[src/rtl/riscv.sv]
// RISC-V address and data widths shared by the LSU-side blocks.
package riscv;
  localparam int unsigned PLEN = 56;
  localparam int unsigned XLEN = 64;
endpackage

[src/rtl/ariane_pkg.sv]
// Store-buffer types, default depths and the page-offset compare helper.
package ariane_pkg;
  localparam int unsigned DEPTH_SPEC   = 4;
  localparam int unsigned DEPTH_COMMIT = 8;

  typedef struct packed {
    logic [riscv::PLEN-1:0]   paddr;
    logic [riscv::XLEN-1:0]   data;
    logic [riscv::XLEN/8-1:0] be;
    logic [1:0]               size;
  } st_entry_t;

  typedef enum logic {
    DRAIN_IDLE = 1'b0,
    DRAIN_REQ  = 1'b1
  } drain_state_e;

  // Double-word granularity: bits [11:3] of the page offset.
  function automatic logic offset_hit(input logic [8:0] stored, input logic [8:0] probe);
    return stored == probe;
  endfunction
endpackage

[src/rtl/commit_store_queue_checker.sv]
// Protocol checks on the commit interface of the store queue.
module commit_store_queue_checker #(
  parameter int unsigned CW = 3
) (
  input logic          clk,
  input logic          rst,
  input logic          commit,
  input logic [CW-1:0] spec_count,
  input logic          commit_full
);
  commit_needs_entry: assert property (@(posedge clk) disable iff (rst) commit |-> spec_count != '0);
  commit_needs_room:  assert property (@(posedge clk) disable iff (rst) commit |-> !commit_full);
endmodule

[src/rtl/st_queue.sv]
// Circular FIFO of store entries exposing occupancy and a per-slot valid view.
module st_queue
  import ariane_pkg::*;
#(
  parameter int unsigned DEPTH = 4
) (
  input  logic                    clk,
  input  logic                    rst,
  input  logic                    flush,
  input  logic                    push,
  input  st_entry_t               push_data,
  input  logic                    pop,
  output st_entry_t               head,
  output logic [$clog2(DEPTH):0]  count,
  output logic                    full,
  output logic                    empty,
  output logic [DEPTH-1:0]        valid,
  output logic [DEPTH-1:0][8:0]   offsets
);
  localparam int unsigned PW = $clog2(DEPTH);
  localparam int unsigned CW = PW + 1;

  logic [PW-1:0]         rd_ptr;
  logic [PW-1:0]         wr_ptr;
  logic [CW-1:0]         cnt;
  st_entry_t [DEPTH-1:0] mem;

  // A pop coinciding with flush still hands out the head, since head is read combinationally.
  always_ff @(posedge clk) begin
    if (rst) begin
      rd_ptr <= '0;
      wr_ptr <= '0;
      cnt    <= '0;
    end else if (flush) begin
      rd_ptr <= '0;
      wr_ptr <= '0;
      cnt    <= '0;
    end else begin
      if (push) wr_ptr <= wr_ptr + PW'(1);
      if (pop)  rd_ptr <= rd_ptr + PW'(1);
      cnt <= cnt + CW'(push) - CW'(pop);
    end
  end

  always_ff @(posedge clk) begin
    if (push && !flush) mem[wr_ptr] <= push_data;
  end

  always_comb begin
    for (int i = 0; i < int'(DEPTH); i++) begin
      valid[i]   = {1'b0, PW'(i) - rd_ptr} < cnt;
      offsets[i] = mem[i].paddr[11:3];
    end
  end

  assign head  = mem[rd_ptr];
  assign count = cnt;
  assign full  = cnt == CW'(DEPTH);
  assign empty = cnt == '0;
endmodule

[src/rtl/commit_store_queue.sv]
// Speculative + committed store buffer draining committed stores to the D$ write port.
module commit_store_queue
  import ariane_pkg::*;
#(
  parameter int unsigned SPEC_DEPTH   = DEPTH_SPEC,
  parameter int unsigned COMMIT_DEPTH = DEPTH_COMMIT
) (
  input  logic                     clk_i,
  input  logic                     rst_i,
  input  logic                     flush_i,
  input  logic                     valid_i,
  input  logic [riscv::PLEN-1:0]   paddr_i,
  input  logic [riscv::XLEN-1:0]   data_i,
  input  logic [riscv::XLEN/8-1:0] be_i,
  input  logic [1:0]               size_i,
  output logic                     ready_o,
  input  logic                     commit_i,
  output logic                     commit_ready_o,
  output logic                     no_st_pending_o,
  input  logic [11:0]              page_offset_i,
  output logic                     page_offset_match_o,
  output logic                     req_o,
  output logic [riscv::PLEN-1:0]   addr_o,
  output logic [riscv::XLEN-1:0]   wdata_o,
  output logic [riscv::XLEN/8-1:0] be_o,
  output logic [1:0]               size_o,
  input  logic                     gnt_i
);
  localparam int unsigned SCW = $clog2(SPEC_DEPTH) + 1;
  localparam int unsigned CCW = $clog2(COMMIT_DEPTH) + 1;

  st_entry_t                    in_entry, spec_head, com_head;
  logic [SCW-1:0]               spec_count;
  logic [CCW-1:0]               com_count;
  logic                         spec_full, spec_empty, com_full, com_empty;
  logic [SPEC_DEPTH-1:0]        spec_valid;
  logic [SPEC_DEPTH-1:0][8:0]   spec_offs;
  logic [COMMIT_DEPTH-1:0]      com_valid;
  logic [COMMIT_DEPTH-1:0][8:0] com_offs;
  logic                         spec_push, promote, drain;
  drain_state_e                 state, state_next;
  logic                         unused_offset_bits;

  assign in_entry  = '{paddr: paddr_i, data: data_i, be: be_i, size: size_i};
  assign spec_push = valid_i && ready_o && !flush_i;
  assign promote   = commit_i && !spec_empty && !com_full;
  assign drain     = req_o && gnt_i;

  st_queue #(.DEPTH(SPEC_DEPTH)) u_spec (
    .clk(clk_i), .rst(rst_i), .flush(flush_i), .push(spec_push), .push_data(in_entry),
    .pop(promote), .head(spec_head), .count(spec_count), .full(spec_full),
    .empty(spec_empty), .valid(spec_valid), .offsets(spec_offs)
  );

  st_queue #(.DEPTH(COMMIT_DEPTH)) u_commit (
    .clk(clk_i), .rst(rst_i), .flush(1'b0), .push(promote), .push_data(spec_head),
    .pop(drain), .head(com_head), .count(com_count), .full(com_full),
    .empty(com_empty), .valid(com_valid), .offsets(com_offs)
  );

  commit_store_queue_checker #(.CW(SCW)) u_chk (
    .clk(clk_i), .rst(rst_i), .commit(commit_i), .spec_count(spec_count), .commit_full(com_full)
  );

  // Drain FSM state register.
  always_ff @(posedge clk_i) begin
    if (rst_i) state <= DRAIN_IDLE;
    else       state <= state_next;
  end

  // A same-cycle promotion counts toward the next occupancy so req rises one cycle after commit.
  always_comb begin
    state_next = state;
    case (state)
      DRAIN_IDLE: begin
        if (!com_empty || promote) state_next = DRAIN_REQ;
        else                       state_next = DRAIN_IDLE;
      end
      DRAIN_REQ: begin
        if (gnt_i && com_count == CCW'(1) && !promote) state_next = DRAIN_IDLE;
        else                                           state_next = DRAIN_REQ;
      end
      default: state_next = DRAIN_IDLE;
    endcase
  end

  assign req_o           = state == DRAIN_REQ;
  assign addr_o          = req_o ? com_head.paddr : '0;
  assign wdata_o         = req_o ? com_head.data  : '0;
  assign be_o            = req_o ? com_head.be    : '0;
  assign size_o          = req_o ? com_head.size  : 2'b00;
  assign ready_o         = !spec_full;
  assign commit_ready_o  = !com_full;
  assign no_st_pending_o = com_empty && state == DRAIN_IDLE;

  // Load hazard: any buffered store or the incoming one on the same double word.
  always_comb begin
    page_offset_match_o = valid_i && offset_hit(paddr_i[11:3], page_offset_i[11:3]);
    for (int i = 0; i < int'(SPEC_DEPTH); i++) begin
      page_offset_match_o = page_offset_match_o |
                            (spec_valid[i] && offset_hit(spec_offs[i], page_offset_i[11:3]));
    end
    for (int i = 0; i < int'(COMMIT_DEPTH); i++) begin
      page_offset_match_o = page_offset_match_o |
                            (com_valid[i] && offset_hit(com_offs[i], page_offset_i[11:3]));
    end
  end

  assign unused_offset_bits = ^page_offset_i[2:0];
endmodule

[config.mk]
export PLATFORM = sky130hd
export DESIGN_NAME = commit_store_queue
export DESIGN_NICKNAME = d
export VERILOG_FILES = /design/src/rtl/riscv.sv /design/src/rtl/ariane_pkg.sv /design/src/rtl/commit_store_queue_checker.sv /design/src/rtl/st_queue.sv /design/src/rtl/commit_store_queue.sv
export SDC_FILE = /design/constraint.sdc
export NUM_CORES = 1
export LEC_CHECK = 0
export CAP_MARGIN = 10
export CORE_MARGIN = 2
export CORE_UTILIZATION = 50
export CTS_CLUSTER_DIAMETER = 100
export DETAILED_ROUTE_END_ITERATION = 12
export GPL_TIMING_DRIVEN = 0
export PLACE_DENSITY_LB_ADDON = 0.1
export SLEW_MARGIN = 30
export SYNTH_ARGS = -nofsm -noshare
export SYNTH_HDL_FRONTEND = slang
export SYNTH_SLANG_ARGS = --single-unit
[constraint.sdc]
create_clock -name clk_i -period 23.2 [get_ports clk_i]
set_input_delay 2.32 -clock clk_i [delete_from_list [all_inputs] [get_ports clk_i]]
set_output_delay 2.32 -clock clk_i [all_outputs]
set_load 0.005 [all_outputs]
==> flow_summary.toml, run 1 <==
[die]
dieArea_um2 = 125000
ios = 283
dieWidth_um = 354
die_y_um = 354
core_um2 = 122000
start_util_pct = 50.3
rows = 128

[clock_tree]
cts_resized = 0
cts_buffers = 161
cts_tree = "done"
worstSkewPairLatency_ps = 780
clkTransAtPathRegs_ps = 60
post_cts_buffers = 0
cts.sinks = 1578
cts_hold_buf = 0
clock_path_buffers = 3
htreeDepth = 4
cts-root-buf = "clkbuf_16"

[routing]
routed_wl_um = 145000
via_per_inst = 5.70
dr.pass1.iters = 5
vias = 29900
dr.first_iter.drc_count = 2905
wl_per_cell_um = 27.6
drtAntennaViolNets = 0
drc = 0

[synth]
synthDistinctLibCells = 42
ys_seq_elements = 1578
synth-warning-count = 0
seq_area_frac_synth_pct = 77.2
synthCells = 2831
synth-edff-count = 1560
synth_area_leaders = "edfxtp_1, mux4_2, nand2_1, a21boi_0, xnor2_1"
synthFlopType = "edfxtp_1"
netlist.area_leader.share_pct = 76.6
synth_area_um2 = 61200
synth.largest_area_cell = "edfxtp_1"
synth_area_per_cell_um2 = 21.6
ys_async_sr_fraction_pct = 0
synth_nets = 3012

[run_status]
outcome = "finished clean"

[sta]
fmaxAchievable_mhz = 141
hold_viol = 0
final.setup.worst_slack_ps = 16130
maxSlewHeadroom_pct = 42.7
holdWs_ps = 504
skew_ps = 22.7
drv_slew = 0
period_needed_ps = 7070
worst_pin_slew_ps = 859
finalCritPeriodShare_pct = 30.5
rsz0062_at_grt = "no"
setup_viol = 0

[worst_setup_path]
startpoint_type = "register"
cp_cell_sequence = "clkbuf_1 -> buf_2 -> inv_1 -> ha_1 -> a21oi_1 -> nor2_1 -> o2111ai_1 -> o41ai_1 -> a311oi_1 -> nand4_1 -> clkdlybuf4s50_1"
cp.required_ps = 20880
criticalPathCategory = "register to primary output"
arrival_ps = 4750
end_kind = "primary output"
crit_fanout = 10
crit_family = "buffers and inverters"
crit_slowest_cell = "buf_2"
slowest_delay_ps = 730
crit_buf_inv = 4

[grt]
grt_pass1_wl_um = 212000
grt_max_degree = 37
antenna_found_initial = 22
track_usage_pct = 23.4
grt_pass1_vias = 31400
globalRoute.totalOverflow = 0

[layout]
utilization_pct = 59.9
final_area_um2 = 72900
seq_area_um2 = 47200
multi_input_area_um2 = 13100
fin_nets = 3677
layout-drive-gt1-share_pct = 25.9
areaGrowthSynthToFinish_pct = 19.1
fill_cells = 8679

[hold_path]
hp-class = "register to register"

[placed_design]
pre_cts_slack_ps = 16270
hpwl_um = 100000
gp_congestion = 0.878
post_dp_cell_area_um2 = 68000
port_buffers = 270

[flow_run]
drv_cap = 0

[power_and_ir_drop]
vdd_ir_drop_max_v = 0.0000786
powerDensity_nw_per_um2 = 87.6
leakage_nw = 23.3
cells by family after synthesis:
| logic type | Yosys count | synth area share, % |
|---|---|---|
| buffers and inverters | 180 | 1.50 |
| adders and majority gates | 33 | 0.700 |
| and+or+nand+nor | 350 | 2.37 |
| DFF | 1578 | 77.2 |
| xor gates and xnor gates | 132 | 1.89 |
| AOI/OAI and AO/OA | 168 | 2.01 |
| muxes | 390 | 14.4 |
final cells by class:
| type | instances | area share [%] |
|---|---|---|
| multi-input cells | 1073 | 18.0 |
| plain buffers | 153 | 1.13 |
| diodes | 4 | 0.0137 |
| inverters | 27 | 0.139 |
| repair buffers | 502 | 6.47 |
| clock buffers | 201 | 5.85 |
| flip-flops and latches | 1578 | 64.8 |
| well taps | 1625 | 2.79 |
| clock inverters | 88 | 0.841 |
layer usage:
| layer | up-vias | track usage, % | routed length (µm) |
|---|---|---|---|
| met5 | - | 0 | 190 |
| met4 | 28 | 6.69 | 3640 |
| met1 | 15800 | 31.0 | 58100 |
| met2 | 952 | 39.6 | 73500 |
| li1 | 12900 | - | - |
| met3 | 243 | 4.80 | 9490 |
flip-flops by register name (all words and copies together) (netlist names):
signal            cells
req_o                 1
u_commit.count        4
u_commit.mem        968
u_commit.offsets     72
u_commit.rd_ptr       3
u_commit.wr_ptr       3
u_spec.count          3
u_spec.mem          484
u_spec.offsets       36
u_spec.rd_ptr         2
u_spec.wr_ptr         2
synthesized netlist by cell type, types with 5 or more instances:
cell type / instances
a21boi_0: 130
a21oi_1: 15
buf_1: 11
buf_2: 52
buf_4: 27
buf_6: 10
clkbuf_1: 53
dfxtp_1: 18
edfxtp_1: 1560
ha_1: 31
inv_1: 26
mux4_2: 390
nand2_1: 275
nand3_1: 10
nand4_1: 10
nor2_1: 19
nor4_1: 16
o2111ai_1: 5
o21ai_0: 5
xnor2_1: 70
xor2_1: 62
worst min-delay path, cell delays in order (launching register included):
cell	delay, ps
dfxtp_1	330
nand2_1	60
a21oi_1	60
report_power, final:
group / internal [W] / switching, W
Clock: 0.00136 / 0.00105
Combinational: 0.000375 / 0.000395
Sequential: 0.00319 / 0.0000184
cell usage in the layout (no fill, tap or decap), types with 5 or more instances in the layout:
cell and n:
edfxtp_1 1560, mux4_2 390, nand2_1 275, clkdlybuf4s50_1 270, clkbuf_16 165, buf_2 147, a21boi_0 130, buf_4 127
clkbuf_1 85, xnor2_1 70, xor2_1 62, clkinv_1 46, ha_1 31, inv_1 26, clkinv_2 22, buf_6 21
nor2_1 18, buf_16 18, dfxtp_1 18, a21oi_1 15, nor4_1 15, nand3_1 10, buf_1 10, nand4_1 10
buf_12 8, o2111ai_1 5, o21ai_0 5, inv_6 5, bufinv_16 5
per-stage QoR:
| step | power (W) | cells | setup TNS (ps) |
|---|---|---|---|
| floorplan | 0.00370 | 2831 | 0 |
| detailed placement | 0.00406 | 4958 | 0 |
| global route | 0.00661 | 5248 | 0 |
| CTS | 0.00645 | 5247 | 0 |
| finish | 0.00639 | 5251 | 0 |
| global placement | 0.00406 | 4726 | -4162150 |
final timing paths:
path	slack [ps]	end	start	cells after the start
hold / removal	500	u_spec.wr_ptr[1]$_SDFFE_PP0P_	u_spec.wr_ptr[1]$_SDFFE_PP0P_	2
setup reg to reg	19280	u_commit.mem[327]$_DFFE_PP_	u_commit.count[2]$_SDFF_PP0_	12
setup / recovery	16130	page_offset_match_o	u_spec.rd_ptr[1]$_SDFFE_PP0P_	11
hold reg to reg	500	u_spec.wr_ptr[1]$_SDFFE_PP0P_	u_spec.wr_ptr[1]$_SDFFE_PP0P_	2
(Power assumes the default switching activity.)
==> run 2: changes to the inputs <==
clock period = 6.9 ns   (was 23.2 ns; I/O delays follow)
==> run 2 against run 1 <==
Compared with the run above:
- critical path depth decreased by 1
- final area barely moved
- die area did not move
- wire length about the same
- first-iteration DRC count rose by 0.41%
- combinational power grew to 3.4 times the previous value
- non-clock buffer count fell by 45
- critical path type unchanged
- critical endpoint unchanged
- largest cell class unchanged
==> flow_summary.toml, run 2 (synthesized netlist as in run 1, its figures left out) <==
[run_status]
outcome = "finished clean"

[layout]
fill_cells = 8610
top_register = "u_commit.mem"
utilization_pct = 59.9
multi_input_area_um2 = 13100
layout_commonest_cell = "edfxtp_1"
areaGrowthSynthToFinish_pct = 19.1
largest_reg_flops = 968
layout-drive-gt1-share_pct = 25.0
final_area_um2 = 72900
layout_common_cells = "edfxtp_1, mux4_2, nand2_1"
fin_nets = 3631
seq_area_um2 = 47200

[grt]
grt_max_degree = 38
antenna_found_initial = 26
globalRoute.totalOverflow = 0
track_usage_pct = 23.4
grt_pass1_vias = 31100
grt_pass1_wl_um = 211000

[clock_tree]
cts.sinks = 1578
htreeDepth = 4
cts_resized = 0
cts_hold_buf = 0
cts_tree = "done"
cts-root-buf = "clkbuf_16"
post_cts_buffers = 0
clkTransAtPathRegs_ps = 60
cts_buffers = 160
clock_path_buffers = 3
worstSkewPairLatency_ps = 740

[sta]
period_needed_ps = 5430
fmaxAchievable_mhz = 184
maxSlewHeadroom_pct = 36.0
rsz0062_at_grt = "no"
hold_viol = 0
holdWs_ps = 524
finalCritPeriodShare_pct = 78.7
setup_viol = 0
skew_ps = 23.3
worst_pin_slew_ps = 951
drv_slew = 0

[worst_setup_path]
slowest_delay_ps = 750
cp.required_ps = 6210
r2r_slack_ps = 3070
r2r_cells = 14
criticalPathCategory = "register to primary output"
crit_slowest_cell = "buf_2"
startpoint_type = "register"
arrival_ps = 4740
cp_cell_sequence = "clkbuf_1 -> buf_2 -> inv_1 -> ha_1 -> a21oi_1 -> o2111ai_1 -> o41ai_1 -> a311oi_1 -> nand4_1 -> clkdlybuf4s50_1"
rr_endpoint = "u_commit.mem[823]$_DFFE_PP_"
crit_buf_inv = 4
end_kind = "primary output"
worstReg2RegStart = "u_commit.count[2]$_SDFF_PP0_"
crit_family = "buffers and inverters"
crit_fanout = 10

[routing]
via_per_inst = 5.74
dr.pass1.iters = 5
dr.first_iter.drc_count = 2917
vias = 29900
drtAntennaViolNets = 0
routed_wl_um = 145000
drc = 0
wl_per_cell_um = 27.9

[power_and_ir_drop]
swShare_pct = 22.4
internal-power_w = 0.0167
power_frac_clock_pct = 37.7
seqPwrFrac_pct = 50.2
vdd_ir_drop_max_v = 0.000255
total_power_w = 0.0215
leakage_nw = 23.1
powerDensity_nw_per_um2 = 295
combPwrFrac_pct = 12.1
power.switching_w = 0.00482

[die]
ios = 283
dieArea_um2 = 125000
start_util_pct = 50.3
core_um2 = 122000
dieWidth_um = 354
rows = 128
die_y_um = 354

[placed_design]
gp_congestion = 0.872
port_buffers = 270
hpwl_um = 99400
post_dp_cell_area_um2 = 68000

[hold_path]
hp-class = "register to register"
holdPathStages = 2
hold_end = "u_spec.wr_ptr[1]$_SDFFE_PP0P_"
min_from = "u_spec.wr_ptr[1]$_SDFFE_PP0P_"

[flow_run]
drv_cap = 0
## run 2: cell count changes in the layout (fill, tap and decap cells not counted), moves of 3 or more
cell        before  now
buf_16          18   14
buf_4          127  152
buf_6           21   45
clkinvlp_4       3    0
clkbuf_1        85   92
clkbuf_16      165  162
diode_2          4    9
clkinv_8         4    1
bufinv_16        5   10
clkinv_1        46   33
buf_2          147   53
buf_12           8   12
## run 2: layout make-up
class	instances	area share, %
antenna	9	0.0309
buffer	153	1.13
clock buffer	207	5.82
clock inverter	75	0.850
inverter	27	0.139
multi-input combinational	1073	18.0
sequential	1578	64.8
tap	1625	2.79
timing repair buffer	457	6.42
## run 2: per-layer routing
metal	vias up	global-route usage [%]	part of all wire, %	wire (µm)
met5	-	0	0.14	196
met4	30	6.47	2.4	3530
met3	232	5.02	7.2	10400
met2	1003	39.1	51	73600
met1	15800	31.2	40	57300
li1	12800	-	-	-
## run 2: power by group through the flow
stage	logic [W]	registers, W	clock network [W]
after CTS	0.00265	0.0108	0.00828
after global routing	0.00279	0.0108	0.00866
after global placement	0.00255	0.0111	0
after floorplan	0.00142	0.0110	0
final	0.00260	0.0108	0.00812
after detailed placement	0.00264	0.0110	0
## run 2: per-stage QoR
stage | instances | worst slack (ps) | setup TNS, ps
6_report | 5204 | 1470 | 0
5_1_grt | 5198 | 1290 | 0
4_1_cts | 5195 | 1320 | 0
3_5_place_dp | 4913 | 2150 | 0
3_3_place_gp | 4726 | -16720 | -
2_1_floorplan | 2831 | -4590 | -2916650
## run 2: how the worst max path moves through the flow
stage	from	endpoint	slack [ps]	cells after the start
detailed placement	u_spec.rd_ptr[1]$_SDFFE_PP0P_	page_offset_match_o	2150	10
floorplan	u_commit.count[2]$_SDFF_PP0_	u_commit.mem[780]$_DFFE_PP_	-4590	7
global route	u_spec.rd_ptr[1]$_SDFFE_PP0P_	page_offset_match_o	1290	10
CTS	u_spec.rd_ptr[1]$_SDFFE_PP0P_	page_offset_match_o	1320	10
finish	u_spec.rd_ptr[1]$_SDFFE_PP0P_	page_offset_match_o	1470	10
global placement	commit_i	u_commit.mem[845]$_DFFE_PP_	-16720	5
## run 2: worst min-delay path: cells and delay by family, from the launching register on
kind | cells | cell delay [ps]
DFF | 1 | 340
AOI/OAI and AO/OA | 1 | 60
and+or+nand+nor | 1 | 70
==> run 3: changes to the inputs <==
clock period = 4.4 ns   (was 6.9 ns; I/O delays follow)
==> run 3 against run 2 <==
Compared with the run above:
- global-route usage is 0.11 points higher
- total power grew 57%
- critical endpoint unchanged
- non-clock buffer count is 32 lower
- core utilization increased by 0.22 points
- highest routed layer unchanged
- wire length is 0.19% higher
- clock power rose by 58%
==> flow_summary.toml, run 3 (synthesized netlist as in run 1, its figures left out) <==
[run_status]
outcome = "finished clean"

[worst_setup_path]
slowest_delay_ps = 530
criticalPathCategory = "register to primary output"
cp.required_ps = 3960
arrival_ps = 3860
crit_fanout = 10
cp_cell_sequence = "clkbuf_4 -> buf_6 -> inv_1 -> ha_1 -> a21oi_1 -> o2111ai_1 -> o41ai_2 -> a311oi_2 -> nand4_1 -> clkdlybuf4s50_1"
startpoint_type = "register"
crit_buf_inv = 4
crit_slowest_cell = "clkdlybuf4s50_1"
end_kind = "primary output"
crit_family = "buffers and inverters"

[placed_design]
port_buffers = 270
gp_congestion = 0.858
hpwl_um = 99700

[power_and_ir_drop]
powerDensity_nw_per_um2 = 463
vdd_ir_drop_max_v = 0.000399
leakage_nw = 23.0

[grt]
met1_usage_pct = 30.5
grt.met2_usage_pct = 39.7
grt-busiest-layer = "met2"
grt_pass1_wl_um = 211000
globalRoute.totalOverflow = 0
grt_max_degree = 36
grt_pass1_vias = 31500
antenna_found_initial = 24
track_usage_pct = 23.5
grtUsageMet3_pct = 5.16

[sta]
period_needed_ps = 4300
maxSlewHeadroom_pct = 36.5
skew_ps = 21.0
finalCritPeriodShare_pct = 97.6
setup_tns_ps = 0
fmaxAchievable_mhz = 233
drv_slew = 0
setup_viol = 0
hold_viol = 0
holdWs_ps = 313
rsz0062_at_grt = "no"
worst_pin_slew_ps = 953

[clock_tree]
htreeDepth = 4
cts_hold_buf = 0
cts_tree = "done"
clock_path_buffers = 3
cts-root-buf = "clkbuf_16"
cts_buffers = 161
clkTransAtPathRegs_ps = 60
worstSkewPairLatency_ps = 760
cts.sinks = 1578

[routing]
vias = 29800
via_per_inst = 5.75
dr.first_iter.drc_count = 2962
routed_wl_um = 145000
drtAntennaViolNets = 0
dr.pass1.iters = 8
wl_per_cell_um = 28.1
drc = 0

[die]
dieArea_um2 = 125000
ios = 283
die_y_um = 354
rows = 128
core_um2 = 122000
start_util_pct = 50.3
dieWidth_um = 354

[layout]
largest_reg_flops = 968
layout_common_cells = "edfxtp_1, mux4_2, nand2_1"
fill_cells = 8541
top_register = "u_commit.mem"
fin_nets = 3600
seq_area_um2 = 47200
layout_commonest_cell = "edfxtp_1"
areaGrowthSynthToFinish_pct = 19.5
multi_input_area_um2 = 13200
layout-drive-gt1-share_pct = 24.8

[hold_path]
hp-class = "input port to register"

[flow_run]
drv_cap = 0
==> run 3: cell types whose count changed in the layout (fill, tap and decap cells not counted), moves of 6 or more <==
cell	before	now
clkinv_1	33	39
clkbuf_1	92	84
buf_4	152	77
buf_2	53	46
buf_6	45	79
buf_8	1	14
buf_16	14	20
==> run 3: final cells by class <==
cell class | count | area share (%)
Sequential cell | 1578 | 64.6
Multi-Input combinational cell | 1073 | 18.1
Timing Repair Buffer | 427 | 6.44
Clock buffer | 207 | 5.89
Tap cell | 1625 | 2.78
Buffer | 151 | 1.23
Clock inverter | 79 | 0.844
Inverter | 27 | 0.142
Antenna cell | 9 | 0.0308
==> run 3: where the power goes <==
| group | leakage, nW | internal, W | switching [W] |
|---|---|---|---|
| registers | 14.2 | 0.0168 | 0.000106 |
| logic | 6.42 | 0.00202 | 0.00213 |
| clock network | 2.40 | 0.00731 | 0.00547 |
| total | 23.0 | 0.0262 | 0.00770 |
==> run 3: routing by layer <==
metal  wire length, µm  part of all wire, %
met1             57100                   39
met2             73900                   51
met3             10300                  7.1
met4              3890                  2.7
met5               168                 0.12
==> run 3: metrics by stage <==
step                instance area, µm²  setup WS (ps)  power [W]  instances  util, %
CTS                              73100           33.2     0.0342       5168     60.1
finish                           73100            104     0.0339       5176     60.2
global route                     73100           3.26     0.0350       5171     60.1
detailed placement               68000           23.4     0.0214       4881     56.0
floorplan                        61300          -1070     0.0195       2831        -
global placement                 66000          -6290     0.0213       4726     54.3
==> run 3: repair_timing <==
| item | CTS | global route |
|---|---|---|
| resized for setup | 33 | 5 |
| setup buffers | 2 | 0 |
| pin swaps | 1 | 0 |
| setup endpoints to repair | 46 | 2 |
==> run 3: final timing paths <==
check	to	depth (start not counted)	slack (ps)	startpoint
worst max-delay path	page_offset_match_o	10	100	u_spec.rd_ptr[1]$_SDFFE_PP0P_
worst max register to register	u_commit.mem[199]$_DFFE_PP_	10	1340	u_commit.count[1]$_SDFF_PP0_
worst min register to register	u_spec.wr_ptr[1]$_SDFFE_PP0P_	2	530	u_spec.wr_ptr[1]$_SDFFE_PP0P_
worst min-delay path	u_spec.mem[96]$_DFFE_PP_	1	310	paddr_i[22]
